==> src/rtl/alu_ctrl_pkg.sv <==
// alu_ctrl_pkg: shared ALU command encodings, MIPS opcode/funct constants, FSM and branch enums
package alu_ctrl_pkg;
  localparam logic [2:0] ALU_ADD = 3'd0;
  localparam logic [2:0] ALU_SUB = 3'd1;
  localparam logic [2:0] ALU_XOR = 3'd2;
  localparam logic [2:0] ALU_SLT = 3'd3;
  localparam logic [5:0] OP_RTYPE = 6'h00;
  localparam logic [5:0] OP_BEQ = 6'h04;
  localparam logic [5:0] OP_BNE = 6'h05;
  localparam logic [5:0] OP_ADDI = 6'h08;
  localparam logic [5:0] OP_SLTI = 6'h0A;
  localparam logic [5:0] OP_XORI = 6'h0E;
  localparam logic [5:0] FN_ADD = 6'h20;
  localparam logic [5:0] FN_ADDU = 6'h21;
  localparam logic [5:0] FN_SUB = 6'h22;
  localparam logic [5:0] FN_SUBU = 6'h23;
  localparam logic [5:0] FN_XOR = 6'h26;
  localparam logic [5:0] FN_SLT = 6'h2A;
  typedef enum logic [1:0] {IDLE, WAIT, RESP} state_t;
  typedef enum logic [1:0] {NONE, BEQ, BNE} br_t;
  function automatic logic [31:0] alu_ref(input logic [2:0] cmd, input logic [31:0] a, input logic [31:0] b);
    return cmd == ALU_ADD ? a + b : cmd == ALU_SUB ? a - b : cmd == ALU_XOR ? a ^ b :
           {31'd0, $signed(a) < $signed(b)};
  endfunction
endpackage

==> src/rtl/alu_op_decode.sv <==
// alu_op_decode: combinational MIPS decode into ALU command, operands and branch type
// ports: instr/rs_val/rt_val in; cmd, a, b, br, illegal out
module alu_op_decode import alu_ctrl_pkg::*; (
  input  logic [31:0] instr,
  input  logic [31:0] rs_val,
  input  logic [31:0] rt_val,
  output logic [2:0]  cmd,
  output logic [31:0] a,
  output logic [31:0] b,
  output br_t         br,
  output logic        illegal
);
  logic [31:0] sext;
  logic unused_fields;
  assign sext = {{16{instr[15]}}, instr[15:0]};
  // register numbers / rd / shamt are resolved upstream; operands arrive as values
  assign unused_fields = ^instr[25:16];
  always_comb begin
    a = rs_val;
    b = rt_val;
    cmd = ALU_ADD;
    br = NONE;
    illegal = 1'b0;
    case (instr[31:26])
      OP_RTYPE:
        case (instr[5:0])
          FN_ADD, FN_ADDU: cmd = ALU_ADD;
          FN_SUB, FN_SUBU: cmd = ALU_SUB;
          FN_XOR: cmd = ALU_XOR;
          FN_SLT: cmd = ALU_SLT;
          default: illegal = 1'b1;
        endcase
      OP_ADDI: b = sext;
      OP_SLTI: begin
        cmd = ALU_SLT;
        b = sext;
      end
      OP_XORI: begin
        cmd = ALU_XOR;
        b = {16'd0, instr[15:0]};
      end
      OP_BEQ: begin
        cmd = ALU_SUB;
        br = BEQ;
      end
      OP_BNE: begin
        cmd = ALU_SUB;
        br = BNE;
      end
      default: illegal = 1'b1;
    endcase
  end
endmodule

==> src/rtl/alu_op_issuer.sv <==
// alu_op_issuer: decodes an instruction, holds ALU inputs ALU_LAT cycles, returns result/zero/branch
// ports: clk, rst_n (sync, active-low); in_valid/in_ready + instr/rs_val/rt_val request;
//        alu_a/alu_b/alu_command to ALU, alu_result/alu_zero back;
//        out_valid/out_ready + out_result/out_zero/out_take_branch/out_illegal response.
// optional: define ALU_SHADOW_CHECK_EN to add out_mismatch (local reference check of the ALU).
module alu_op_issuer import alu_ctrl_pkg::*; #(
  parameter int ALU_LAT = 1,
  parameter int WIDTH = 32
) (
  input  logic             clk,
  input  logic             rst_n,
  input  logic             in_valid,
  output logic             in_ready,
  input  logic [31:0]      instr,
  input  logic [WIDTH-1:0] rs_val,
  input  logic [WIDTH-1:0] rt_val,
  output logic [WIDTH-1:0] alu_a,
  output logic [WIDTH-1:0] alu_b,
  output logic [2:0]       alu_command,
  input  logic [WIDTH-1:0] alu_result,
  input  logic             alu_zero,
  output logic             out_valid,
  input  logic             out_ready,
  output logic [WIDTH-1:0] out_result,
  output logic             out_zero,
  output logic             out_take_branch,
`ifdef ALU_SHADOW_CHECK_EN
  output logic             out_mismatch,
`endif
  output logic             out_illegal
);
  state_t state, state_n;
  br_t br, d_br;
  logic [3:0] cnt;
  logic [2:0] d_cmd;
  logic [WIDTH-1:0] d_a, d_b;
  logic d_ill, accept, capture;
  alu_op_decode u_dec (
    .instr(instr),
    .rs_val(rs_val),
    .rt_val(rt_val),
    .cmd(d_cmd),
    .a(d_a),
    .b(d_b),
    .br(d_br),
    .illegal(d_ill)
  );
`ifdef ALU_SHADOW_CHECK_EN
  logic [WIDTH-1:0] ref_val;
  assign ref_val = alu_ref(alu_command, alu_a, alu_b);
`endif
  always_comb begin
    in_ready = rst_n && state == IDLE;
    out_valid = state == RESP;
    accept = in_valid && in_ready;
    capture = state == WAIT && cnt == 4'd0;
    state_n = state == IDLE ? (accept ? (d_ill ? RESP : WAIT) : IDLE) :
              state == WAIT ? (cnt == 4'd0 ? RESP : WAIT) :
              state == RESP ? (out_ready ? IDLE : RESP) : IDLE;
  end
  always_ff @(posedge clk) begin
    if (!rst_n) begin
      state <= IDLE;
      cnt <= 4'd0;
      br <= NONE;
      alu_a <= '0;
      alu_b <= '0;
      alu_command <= ALU_ADD;
      out_result <= '0;
      out_zero <= 1'b0;
      out_take_branch <= 1'b0;
      out_illegal <= 1'b0;
`ifdef ALU_SHADOW_CHECK_EN
      out_mismatch <= 1'b0;
`endif
    end else begin
      state <= state_n;
      if (state == WAIT) cnt <= cnt - 4'd1;
      // illegal instructions leave the ALU inputs untouched
      if (accept && !d_ill) begin
        alu_a <= d_a;
        alu_b <= d_b;
        alu_command <= d_cmd;
        br <= d_br;
        cnt <= 4'(ALU_LAT - 1);
      end
      if (accept && d_ill) begin
        out_result <= '0;
        out_zero <= 1'b0;
        out_take_branch <= 1'b0;
        out_illegal <= 1'b1;
`ifdef ALU_SHADOW_CHECK_EN
        out_mismatch <= 1'b0;
`endif
      end
      if (capture) begin
        out_result <= alu_result;
        out_zero <= alu_zero;
        out_take_branch <= br == BEQ ? alu_zero : br == BNE ? !alu_zero : 1'b0;
        out_illegal <= 1'b0;
`ifdef ALU_SHADOW_CHECK_EN
        out_mismatch <= alu_result != ref_val || alu_zero != (ref_val == '0);
`endif
      end
    end
  end
endmodule

==> config.mk <==
export PLATFORM = sky130hd
export DESIGN_NAME = alu_op_issuer
export DESIGN_NICKNAME = d
export VERILOG_FILES = /design/src/rtl/alu_ctrl_pkg.sv /design/src/rtl/alu_op_decode.sv /design/src/rtl/alu_op_issuer.sv
export SDC_FILE = /design/constraint.sdc
export NUM_CORES = 1
export LEC_CHECK = 0
export ABC_AREA = 1
export BUFFER_PORTS_ARGS = -buffer_cell sky130_fd_sc_hd__buf_2
export CELL_PAD_IN_SITES_DETAIL_PLACEMENT = 2
export CELL_PAD_IN_SITES_GLOBAL_PLACEMENT = 2
export CORE_ASPECT_RATIO = 1.4
export CORE_UTILIZATION = 24
export DETAILED_ROUTE_END_ITERATION = 10
export PLACE_DENSITY_LB_ADDON = 0.15
export SLEW_MARGIN = 20
export SYNTH_ARGS = -nofsm -noshare
export SYNTH_HDL_FRONTEND = slang
export SYNTH_HIERARCHICAL = 1
export SYNTH_SLANG_ARGS = --single-unit
==> constraint.sdc <==
create_clock -name clk -period 1.9 [get_ports clk]
set_input_delay 0.38 -clock clk [delete_from_list [all_inputs] [get_ports clk]]
set_output_delay 0.38 -clock clk [all_outputs]
set_load 0.05 [all_outputs]
## Word-level counts from Yosys, hierarchy flattened

Cells that the tools add are included.

| word-level totals | value |
|---|---|
| input bits | 133 |
| register bits after elaboration | 110 |
| output and inout port bits | 104 |

| operators by class | value |
|---|---|
| bitwise gates (word level) | 1 |
| equal/unequal tests | 15 |
| mux-type cells | 20 |
| reductions and logical operators | 18 |
| $add $sub $neg | 1 |

Operators with widths:

| kind | number |
|---|---|
| 32-bit 2-to-1 mux | 2 |
| 32-bit case mux with 2 select lines | 1 |
| 6-bit == test (second input constant) | 6 |
| 6-bit by 4-bit == test with 1-bit output (second input constant) | 3 |
| 2-bit 2-to-1 mux | 7 |
| 6-bit by 3-bit == test with 1-bit output (second input constant) | 2 |
| 3-bit case mux with 4 select lines | 1 |
| 2-bit OR reduction | 5 |
| 6-bit logical NOT | 1 |
| 1-bit 2-to-1 mux | 6 |
| 2-bit case mux with 3 select lines | 1 |
| 6-bit OR reduction | 1 |
| 1-bit logical AND | 5 |
| 5-bit OR reduction | 1 |
| 2-bit by 1-bit == test with 1-bit output (second input constant) | 2 |
| 2-bit == test (second input constant) | 2 |
| 4-bit logical NOT | 1 |
| 2-bit case mux with 2 select lines | 1 |
| 4-bit by 1-bit subtractor with 4-bit output (second input constant) | 1 |
| 1-bit logical NOT | 2 |
| 2-bit logical NOT | 1 |
| 1-bit case mux with 2 select lines | 1 |
| 2-bit nonzero test | 1 |
| 1-bit inverter | 1 |

## Longest topological paths before layout

Gate-level depths: netlist of run 1.

| depth | value |
|---|---|
| word-level depth | 7 |
| depth in mapped cells | 12 |
| gate-level depth less buffers | 10 |

## Cells and area by module

The synthesis of run 1 kept the hierarchy.

Modules (own cells, without submodules):

| module | area each (sq um) | cells an instance | sequential area each (sq um) | instances |
|---|---|---|---|---|
| alu_op_issuer | 3978.8 | 499 | 2202.1 | 1 |
| alu_op_decode | 898.4 | 165 | 0.0 | 1 |

## Least setup slack after synthesis of run 1

No wires, ideal clock.

| timing | value |
|---|---|
| path type | input port to output port |
| start point | in rst_n |
| end point | out in_ready |
| arrival time | 1.796 ns |
| cell stages on the path | 4 |
| required time | 1.520 ns |
| path buffers | 2 |
| slack | -0.276 ns |
| cell sequence | clkbuf_2 -> inv_2 -> buf_4 -> nor3_1 |

| between the ends | value |
|---|---|
| word-level cells in the longest chain between the ends | 1 |

RTL lines:

| item | line | text |
|---|---|---|
| start, declared | alu_op_issuer.sv:11 | `input logic rst_n,` |
| 1-bit logical AND | alu_op_issuer.sv:53 | `in_ready = rst_n && state == IDLE;` |
| end, declared | alu_op_issuer.sv:13 | `output logic in_ready,` |

No other way between the ends.

## Worst setup path after layout of run 1

| timing | value |
|---|---|
| start point | reg state[1] |
| end point | out out_valid |

| between the ends | value |
|---|---|
| word-level cells in the longest chain between the ends | 1 |

RTL lines:

| item | line | text |
|---|---|---|
| start, declared | alu_op_issuer.sv:32 | `state_t state, state_n;` |
| start signal, assigned | alu_op_issuer.sv:77 | `state <= state_n;` |
| 2-bit == test | alu_op_issuer.sv:54 | `out_valid = state == RESP;` |
| end, declared | alu_op_issuer.sv:22 | `output logic out_valid,` |

No other way between the ends.

==> metrics.md, run 1 <==
| Metric | Value |
|---|---|
| Status | complete, no violations |
| Layout Cells excl Fill | 1105 |
| Die width | 122.5 µm |
| Total of max-cap violations | 0 |
| Critical path peak fanout | 4 |
| First-pass GRT wire length | 27250 µm |
| Die height | 170.7 µm |
| Largest net degree at the start of global routing | 106 |
| CTS tree | built |
| Int Power | 3.557 mW |
| Layout Nets | 982 |
| PD cells | 749.1 nW/µm² |
| CP startpoint kind | register |
| WL met2 | 8942 µm |
| Remaining DRCs | 0 |
| Syn Inst Count | 664 |
| Final instance area | 6462 µm² |
| Worst slew margin | 64.81% |
| Clock Sinks | 110 |
| Post-layout util | 32.44% |
| Crit path capture type | primary output |
| CTS Buf Count | 9 |
| Via-per-instance ratio | 4.555 |
| Antenna Nets Post-Route | 0 |
| RePlAce Congestion | 0.7320 |
| Metal3 WL | 1042 µm |
| Synth-to-Final Area Change | 32.50% |
| Min-Delay Path Class | in2reg |
| Reg power frac | 48.3% |
| Yosys top cell by area | dfxtp_1 |
| DR iter-0 viols | 160 |
| Routed vias | 5033 |
| Final Max Tran Viols | 0 |
| Clock tree buffer depth | 2 |
| Post-DP HPWL | 12630 µm |
| Post-synth top cells | nand2_1 (237), dfxtp_1 (110), a21oi_1 (100), nand3_1 (40), buf_4 (37) |
| Hold Slack | 0.2654 ns |
| Most used flip-flop cell after synthesis | dfxtp_1 |
| Top-area cell type share of the netlist area | 45.15% |
| Clk pwr share | 41.2% |
| Leak | 2.878 nW |
| Initial cell density of the core | 24.48% |
| Diode count | 0 |
| Clk slew on worst S/H paths | 0.08 ns |
| Vias in the first global route | 5444 |
| Worst-skew pair later-pin latency | 0.35 ns |
| Data required, critical path | 1.52 ns |
| Maximum vdd ir drop | 0.3841 mV |
| Share of layout cells above drive strength 1 | 34.47% |
| RSZ-0062 raised after global routing | no |
| Setup CP Type | reg2out |
| Synthesized area | 4877 µm² |
| Hold_buf cts | 0 |
| Min Clock Period, post-route | 1.663 ns |
| TritonRoute pass-1 iters | 4 |
| Die area | 20900 µm² |
| Switch share | 26.53% |
| Num ports | 237 |
| Netlist cell types | 31 |
| Sequential fraction of the synthesis area | 45.15% |
| Post-synth EDFFs | 0 |
| Htree depth | 3 |
| Top layer used by detailed routing | met5 |
| Final Cycle Share | 87.55% |
| Syn_nets | 798 |
| Final setup fails | 0 |
| Num rows | 61 |
| Crit path DAT | 1.28 ns |
| Slack of the worst reg-to-reg path | 0.38 ns |
| Synth area leaders | dfxtp_1 (45%), nand2_1 (18%), a21oi_1 (10%), buf_4 (5.7%), nand3_1 (4.1%) |
| Clock skew | 0.008173 ns |
| Asr flop ratio synth | 0% |
| Root Driver | clkbuf_16 |
| Post_cts resized | 0 |
| Worst slew pin tran | 0.5278 ns |
| P_sw | 1.284 mW |
| WL/cell | 15.62 µm |
| Post CTS Setup Buffer Count | 0 |
| Yosys reg bits | 110 |
| Avg Inst Size Synth | 7.345 µm² |
| Core area | 19920 µm² |
| Gr usage total | 16.72% |
| DP Area | 6155 µm² |
| Total gr overflow | 0 |
| DRT Wirelength | 17260 µm |
| Met1 Wirelength | 6978 µm |
| Final Total Pwr | 4.841 mW |
| Comb pwr share | 10.4% |
| Final hold viol count | 0 |
| Ys Warns | 6 |
| Cell with the most instances after synthesis | nand2_1 |
| Cells after DPL | 1089 |
| Initial antenna violation count | 1 |
| Port Buffer Count | 226 |
| Max Fclk | 601.2 MHz |
## cell families (layout without fill, tap and decap cells)
logic type / after synthesis / in the layout / synth area share, %
xor gates and xnor gates: 3 / 3 / 0.5388
buffers and inverters: 97 / 286 / 11.24
and+or+nand+nor: 308 / 308 / 27.32
other: 1 / 1 / 0.07689
adders and majority gates: 1 / 1 / 0.2565
DFF: 110 / 110 / 45.15
AOI/OAI and AO/OA: 144 / 144 / 15.42
## cell type report
type | instances | area [µm²]
multi-input combinational | 457 | 2141
clock inverter | 7 | 82.58
tap | 252 | 315.3
sequential | 110 | 2202
clock buffer | 9 | 225.2
fill | 2371 | 13460
inverter | 21 | 80.08
timing repair buffer | 249 | 1416
## power groups by stage
stage	clock network [mW]	registers, mW	logic (mW)
6_report	2.00	2.34	0.505
2_1_floorplan	0	2.46	0.241
5_1_grt	2.18	2.34	0.558
3_3_place_gp	0	2.39	0.500
4_1_cts	2.12	2.34	0.518
3_5_place_dp	0	2.39	0.516
## critical path: stages (launching register included)
cell and delay [ns]:
dfxtp_1 0.46, inv_1 0.07, nor2_1 0.11, buf_2 0.29
## path summary, 6_finish.rpt
kind,depth (start not counted),start,endpoint
setup / recovery,3,state[1],out_valid
hold / removal,3,rs_val[13],alu_a[13]
setup reg to reg,7,state[0],out_result[7]
hold reg to reg,2,out_illegal,out_illegal
## registers in the layout (all words and copies together) (netlist names)
signal and flops:
cnt 4, out_take_branch 1, br 2, alu_b 32
state 2, out_result 32, out_illegal 1, out_zero 1
alu_command 3, alu_a 32
## per-stage QoR
stage,TNS [ns],worst slack [ns]
6_report,0,0.2365
3_5_place_dp,-10.63,-0.1696
2_1_floorplan,0,0.1608
4_1_cts,0,0.2068
3_3_place_gp,-0.07336,-0.01281
5_1_grt,0,0.04505
## routing by layer
layer	up-vias	global-route usage [%]
li1	2479	-
met1	2392	17.94
met2	143	31.14
met3	17	4.367
met4	2	5.408
met5	-	0
## placed cells by master, fill, tap and decap left out, types with 2 or more instances in the layout
cell type   count
clkbuf_16       9
nand3_2         2
xor2_1          3
nand3_1        40
a21oi_1       100
buf_2         226
inv_1          16
clkinv_4        2
a21oi_2         8
clkinvlp_4      2
buf_12          9
buf_4          14
nor2_4          4
nand3_4         2
inv_2           4
o21ai_1        15
nor2_1         13
dfxtp_1       110
nand2_1       237
o21ai_0        20
Power figures use the tool's default switching activity.
==> run 2, diff against run 1 <==
PLACE_DENSITY = 0.78   (was unset)
PLACE_DENSITY_LB_ADDON = unset   (was 0.15)
==> run 2 against run 1 <==
Final cell count up 0.45%. Register-to-register slack barely moved. Total power down 1.9%. Sequential share of layout area hardly changed. Largest power group unchanged.
==> metrics.md, run 2 (synthesized netlist as in run 1, its figures left out) <==
| Metric | Value |
|---|---|
| Status | complete, no violations |
| Clock skew | 0.005659 ns |
| Switch share | 26.55% |
| Initial antenna violation count | 3 |
| Core area | 19920 µm² |
| Post-layout util | 32.43% |
| Setup CP Type | reg2out |
| Root Driver | clkbuf_16 |
| Die width | 122.5 µm |
| Met3 usage | 3.400% |
| Int Power | 3.490 mW |
| Worst slew margin | 65.14% |
| Clock tree buffer depth | 2 |
| Clk pwr share | 40.2% |
| Routed vias | 5078 |
| Pre-CTS setup slack | -0.1363 ns |
| Share of layout cells above drive strength 1 | 34.62% |
| Crit path DAT | 1.32 ns |
| RSZ-0062 raised after global routing | no |
| CTS Buf Count | 9 |
| Die height | 170.7 µm |
| Largest net degree at the start of global routing | 106 |
| CP startpoint kind | register |
| Largest regs | alu_a: 32 flops, alu_b: 32 flops, out_result: 32 flops |
| Data required, critical path | 1.52 ns |
| Total area of sequential cells | 2202 µm² |
| DRT Wirelength | 17100 µm |
| Hold Slack | 0.2668 ns |
| Die area | 20900 µm² |
| Htree depth | 3 |
| Maximum vdd ir drop | 0.5174 mV |
| Total gr overflow | 0 |
| CP peak stage delay | 0.45 ns |
| Num rows | 61 |
| Gr usage total | 16.25% |
| Num ports | 237 |
| Footprint of the multi-input gates | 2141 µm² |
| Crit path capture type | primary output |
| Remaining DRCs | 0 |
| CTS tree | built |
| Worst path bufs/invs | 2 |
| Critical path peak fanout | 4 |
| Most common cell after layout, fill and taps aside | nand2_1 |
| Initial cell density of the core | 24.48% |
| Post CTS Setup Buffer Count | 0 |
| Top delay family on crit path | flip-flops |
| Clk slew on worst S/H paths | 0.08 ns |
| TritonRoute pass-1 iters | 4 |
| Port Buffer Count | 226 |
| First-pass GRT wire length | 26520 µm |
| Min Clock Period, post-route | 1.695 ns |
| Max Fclk | 589.8 MHz |
| Worst slew pin tran | 0.5229 ns |
| DP Area | 6157 µm² |
| Via-per-instance ratio | 4.575 |
| Worst setup margin | 0.2046 ns |
| Antenna Nets Post-Route | 0 |
| GR Util met1 | 16.77% |
| Layout Nets | 984 |
| PD cells | 735.5 nW/µm² |
| Busiest grt layer | met2 |
| Worst-skew pair later-pin latency | 0.35 ns |
| Final instance area | 6460 µm² |
| Hold_buf cts | 0 |
| Leak | 2.880 nW |
| Final Max Tran Viols | 0 |
| Final setup TNS | 0 ns |
| Min-Delay Path Class | in2reg |
| Post_cts resized | 0 |
| Met2 Usage GRT | 31.17% |
| Clock Sinks | 110 |
| Crit-path cells | inv_1 > nor2_1 > buf_2 |
| Most frequent cells in the layout | nand2_1 (237), buf_2 (226), dfxtp_1 (110), a21oi_1 (100), nand3_1 (40) |
| Total of max-cap violations | 0 |
| Post-DP HPWL | 12330 µm |
| P_sw | 1.261 mW |
| Vias in the first global route | 5277 |
| DR iter-0 viols | 137 |
| Slowest stage cell, crit path | dfxtp_1 |
| Final setup fails | 0 |
| Reg power frac | 49.2% |
| Final Cycle Share | 89.23% |
| RePlAce Congestion | 0.7003 |
| WL/cell | 15.40 µm |
| Final hold viol count | 0 |
| Fillcell total | 2406 |
| Synth-to-Final Area Change | 32.45% |
| Comb pwr share | 10.6% |
==> run 2: cell types whose count changed in the layout (fill, tap and decap cells not counted), sizes merged <==
cell,delta
diode,+3
clkinv,-1
clkbuf,+2
clkinvlp,+1
buf,+2
inv,-1
bufinv,-1
==> run 2: worst reg2reg max path: stages (launching register included) <==
cell and delay (ns):
dfxtp_1 0.33, inv_1 0.07, ha_1 0.26, nand3_4 0.11, buf_4 0.37, nand3_1 0.13
a21oi_1 0.17
==> run 2: final timing paths <==
kind / start / to / slack, ns / cells past startpoint
worst min register to register: alu_b[13] / alu_b[13] / 0.46 / 2
worst max register to register: cnt[0] / out_result[10] / 0.39 / 6
worst max-delay path: state[1] / out_valid / 0.20 / 3
worst min-delay path: rs_val[28] / alu_a[28] / 0.27 / 3
==> run 2: layout make-up <==
| type | count | share of cell area, % |
|---|---|---|
| sequential | 110 | 34.09 |
| tap | 252 | 4.881 |
| clock inverter | 5 | 0.6585 |
| multi-input combinational | 457 | 33.14 |
| timing repair buffer | 251 | 21.96 |
| clock buffer | 11 | 3.912 |
| inverter | 21 | 1.240 |
| antenna | 3 | 0.1162 |
==> run 2: per-layer routing <==
metal  part of all wire, %  up-vias
li1                      -     2479
met5                     0        -
met1                    39     2440
met3                   4.5       22
met4                   2.5        0
met2                    54      137
==> run 2: power by group through the flow <==
stage                     combinational, mW  sequential (mW)  clock (mW)
after floorplan                       0.241             2.46           0
after global placement                0.503             2.39           0
after detailed placement              0.513             2.39           0
after CTS                             0.515             2.34        2.01
after global routing                  0.556             2.34        2.09
final                                 0.504             2.34        1.91
==> run 2: metrics by stage <==
step	power (mW)	instances
after floorplan	2.706	664
after global placement	2.896	1091
after detailed placement	2.908	1091
after CTS	4.861	1107
after global routing	4.990	1110
final	4.751	1110
==> run 3, diff against run 2 <==
--- a/config.mk
+++ b/config.mk
@@ -8,4 +8,5 @@
 export ABC_AREA = 1
 export BUFFER_PORTS_ARGS = -buffer_cell sky130_fd_sc_hd__buf_2
+export CAP_MARGIN = 30
 export CELL_PAD_IN_SITES_DETAIL_PLACEMENT = 2
 export CELL_PAD_IN_SITES_GLOBAL_PLACEMENT = 2
==> constraint.sdc (replaced) <==
create_clock -name clk -period 1.9 [get_ports clk]
set_input_delay 0.38 -clock clk [delete_from_list [all_inputs] [get_ports clk]]
set_output_delay 0.38 -clock clk [all_outputs]
set_load 0.005 [all_outputs]
==> run 3 against run 2 <==
Final cell count grew 0.45%. Combinational power shrank 14%. Global-route usage about the same. Critical path depth up 8. Clock-buffer cell count shrank 1. Setup slack better by 0.098 ns. Highest routed layer is now met5. Clock power rose by 3%. Sequential share of layout area is 0.40 points lower.
==> metrics.md, run 3 (synthesized netlist as in run 1, its figures left out) <==
| Metric | Value |
|---|---|
| Status | complete, no violations |
| Largest regs | alu_a: 32 flops, alu_b: 32 flops, out_result: 32 flops |
| Root Driver | clkbuf_16 |
| TritonRoute pass-1 iters | 4 |
| Num ports | 237 |
| GR Util met1 | 17.49% |
| CTS tree | built |
| Post-layout util | 32.82% |
| Post CTS Setup Buffer Count | 0 |
| Core area | 19920 µm² |
| Max Fclk | 626.2 MHz |
| Layout Nets | 992 |
| Critical path peak fanout | 25 |
| Total of max-cap violations | 0 |
| Crit path DAT | 1.89 ns |
| Crit Reg-Reg Startpoint | cnt[0] |
| DRT Wirelength | 17090 µm |
| WL/cell | 15.33 µm |
| Met3 usage | 4.100% |
| Routed vias | 5092 |
| Leak | 2.928 nW |
| Num rows | 61 |
| Die width | 122.5 µm |
| DP Area | 6237 µm² |
| Total area of sequential cells | 2202 µm² |
| Worst r2r path cells | 7 |
| Largest net degree at the start of global routing | 106 |
| Die height | 170.7 µm |
| Gr usage total | 16.22% |
| Min Clock Period, post-route | 1.597 ns |
| Clock Sinks | 110 |
| Htree depth | 3 |
| Final setup fails | 0 |
| Layout Cells excl Fill | 1115 |
| Final hold viol count | 0 |
| CP startpoint kind | primary input |
| Share of layout cells above drive strength 1 | 34.99% |
| Busiest grt layer | met2 |
| Comb pwr share | 9.1% |
| Maximum vdd ir drop | 0.3679 mV |
| Port Buffer Count | 226 |
| Fillcell total | 2392 |
| Worst-skew pair later-pin latency | 0.36 ns |
| Initial antenna violation count | 1 |
| Most frequent cells in the layout | nand2_1 (237), buf_2 (226), dfxtp_1 (110), a21oi_1 (100), nand3_1 (40) |
| Antenna Nets Post-Route | 0 |
| Worst hold start | rs_val[18] |
| Via-per-instance ratio | 4.567 |
| Synth-to-Final Area Change | 34.04% |
| Worst slew margin | 65.59% |
| Switch share | 24.79% |
| First-pass GRT wire length | 26280 µm |
| Footprint of the multi-input gates | 2136 µm² |
| Setup CP Type | in2reg |
| Final setup TNS | 0 ns |
| WHS Path Cells | 3 |
| P_sw | 1.172 mW |
| Terminus of the critical flop-to-flop path | out_result[26] |
| Clock tree buffer depth | 2 |
| Initial cell density of the core | 24.48% |
| Final instance area | 6538 µm² |
| RePlAce Congestion | 0.7454 |
| DR iter-0 viols | 142 |
| Most common cell after layout, fill and taps aside | nand2_1 |
| PD cells | 723.4 nW/µm² |
| Cells after DPL | 1099 |
| Worst slew pin tran | 0.5161 ns |
| Remaining DRCs | 0 |
| Crit path capture type | register |
| Data required, critical path | 2.19 ns |
| Slack of the worst reg-to-reg path | 0.51 ns |
| Diode count | 0 |
| Met2 Usage GRT | 29.68% |
| Worst hold endpoint | alu_a[18] |
| Int Power | 3.557 mW |
| Clock skew | 0.009981 ns |
| RSZ-0062 raised after global routing | no |
| Clk slew on worst S/H paths | 0.08 ns |
| Vias in the first global route | 5149 |
| Hold_buf cts | 0 |
| CTS Buf Count | 9 |
| Post_cts resized | 0 |
| Min-Delay Path Class | in2reg |
| Reg power frac | 49.5% |
| Total gr overflow | 0 |
| Final Cycle Share | 84.05% |
| Final Max Tran Viols | 0 |
| Clk pwr share | 41.4% |
| Die area | 20900 µm² |
| Post-DP HPWL | 12570 µm |
-- run 3: worst max-delay path by stage --
stage / start / to / slack (ns)
after global placement: instr[26] / alu_a[13] / -0.07
after floorplan: instr[28] / alu_b[16] / 0.16
after CTS: instr[26] / alu_a[19] / 0.25
after global routing: instr[26] / alu_a[12] / 0.11
after detailed placement: instr[26] / alu_a[19] / -0.14
final: instr[27] / alu_a[19] / 0.30
-- run 3: layout make-up --
type	count	area share, %
Multi-Input combinational cell	457	32.67
Tap cell	252	4.823
Clock inverter	6	1.091
Timing Repair Buffer	259	23.00
Clock buffer	10	3.502
Inverter	21	1.225
Sequential cell	110	33.68
-- run 3: worst max-delay path, stage by stage --
cell     delay, ns
buf_2         0.13
nor2_1        0.14
nand3_1       0.14
a21oi_1       0.15
nand2_1       0.07
nand2_1       0.11
inv_1         0.08
nand4_4       0.11
buf_4         0.30
nand2_1       0.10
a21oi_1       0.16
-- run 3: power groups by stage --
stage | Combinational, mW | Sequential, mW | Clock (mW)
4_1_cts | 0.442 | 2.34 | 2.06
5_1_grt | 0.482 | 2.34 | 2.15
3_3_place_gp | 0.430 | 2.39 | 0
3_5_place_dp | 0.439 | 2.39 | 0
6_report | 0.431 | 2.34 | 1.96
2_1_floorplan | 0.230 | 2.39 | 0
-- run 3: layer usage --
| layer | vias to the layer above | wire length (µm) |
|---|---|---|
| met4 | 2 | 459 |
| met2 | 138 | 8907 |
| li1 | 2491 | - |
| met3 | 27 | 878 |
| met1 | 2434 | 6829 |
| met5 | - | 13 |
-- run 3: per-stage QoR --
stage | hold WS (ns) | power, mW | setup slack [ns]
detailed placement | 0.4425 | 2.833 | -0.1377
floorplan | 0.4393 | 2.625 | 0.1618
global route | 0.2556 | 4.971 | 0.1078
global placement | 0.4322 | 2.822 | -0.06621
CTS | 0.2461 | 4.843 | 0.2501
finish | 0.2587 | 4.729 | 0.3030
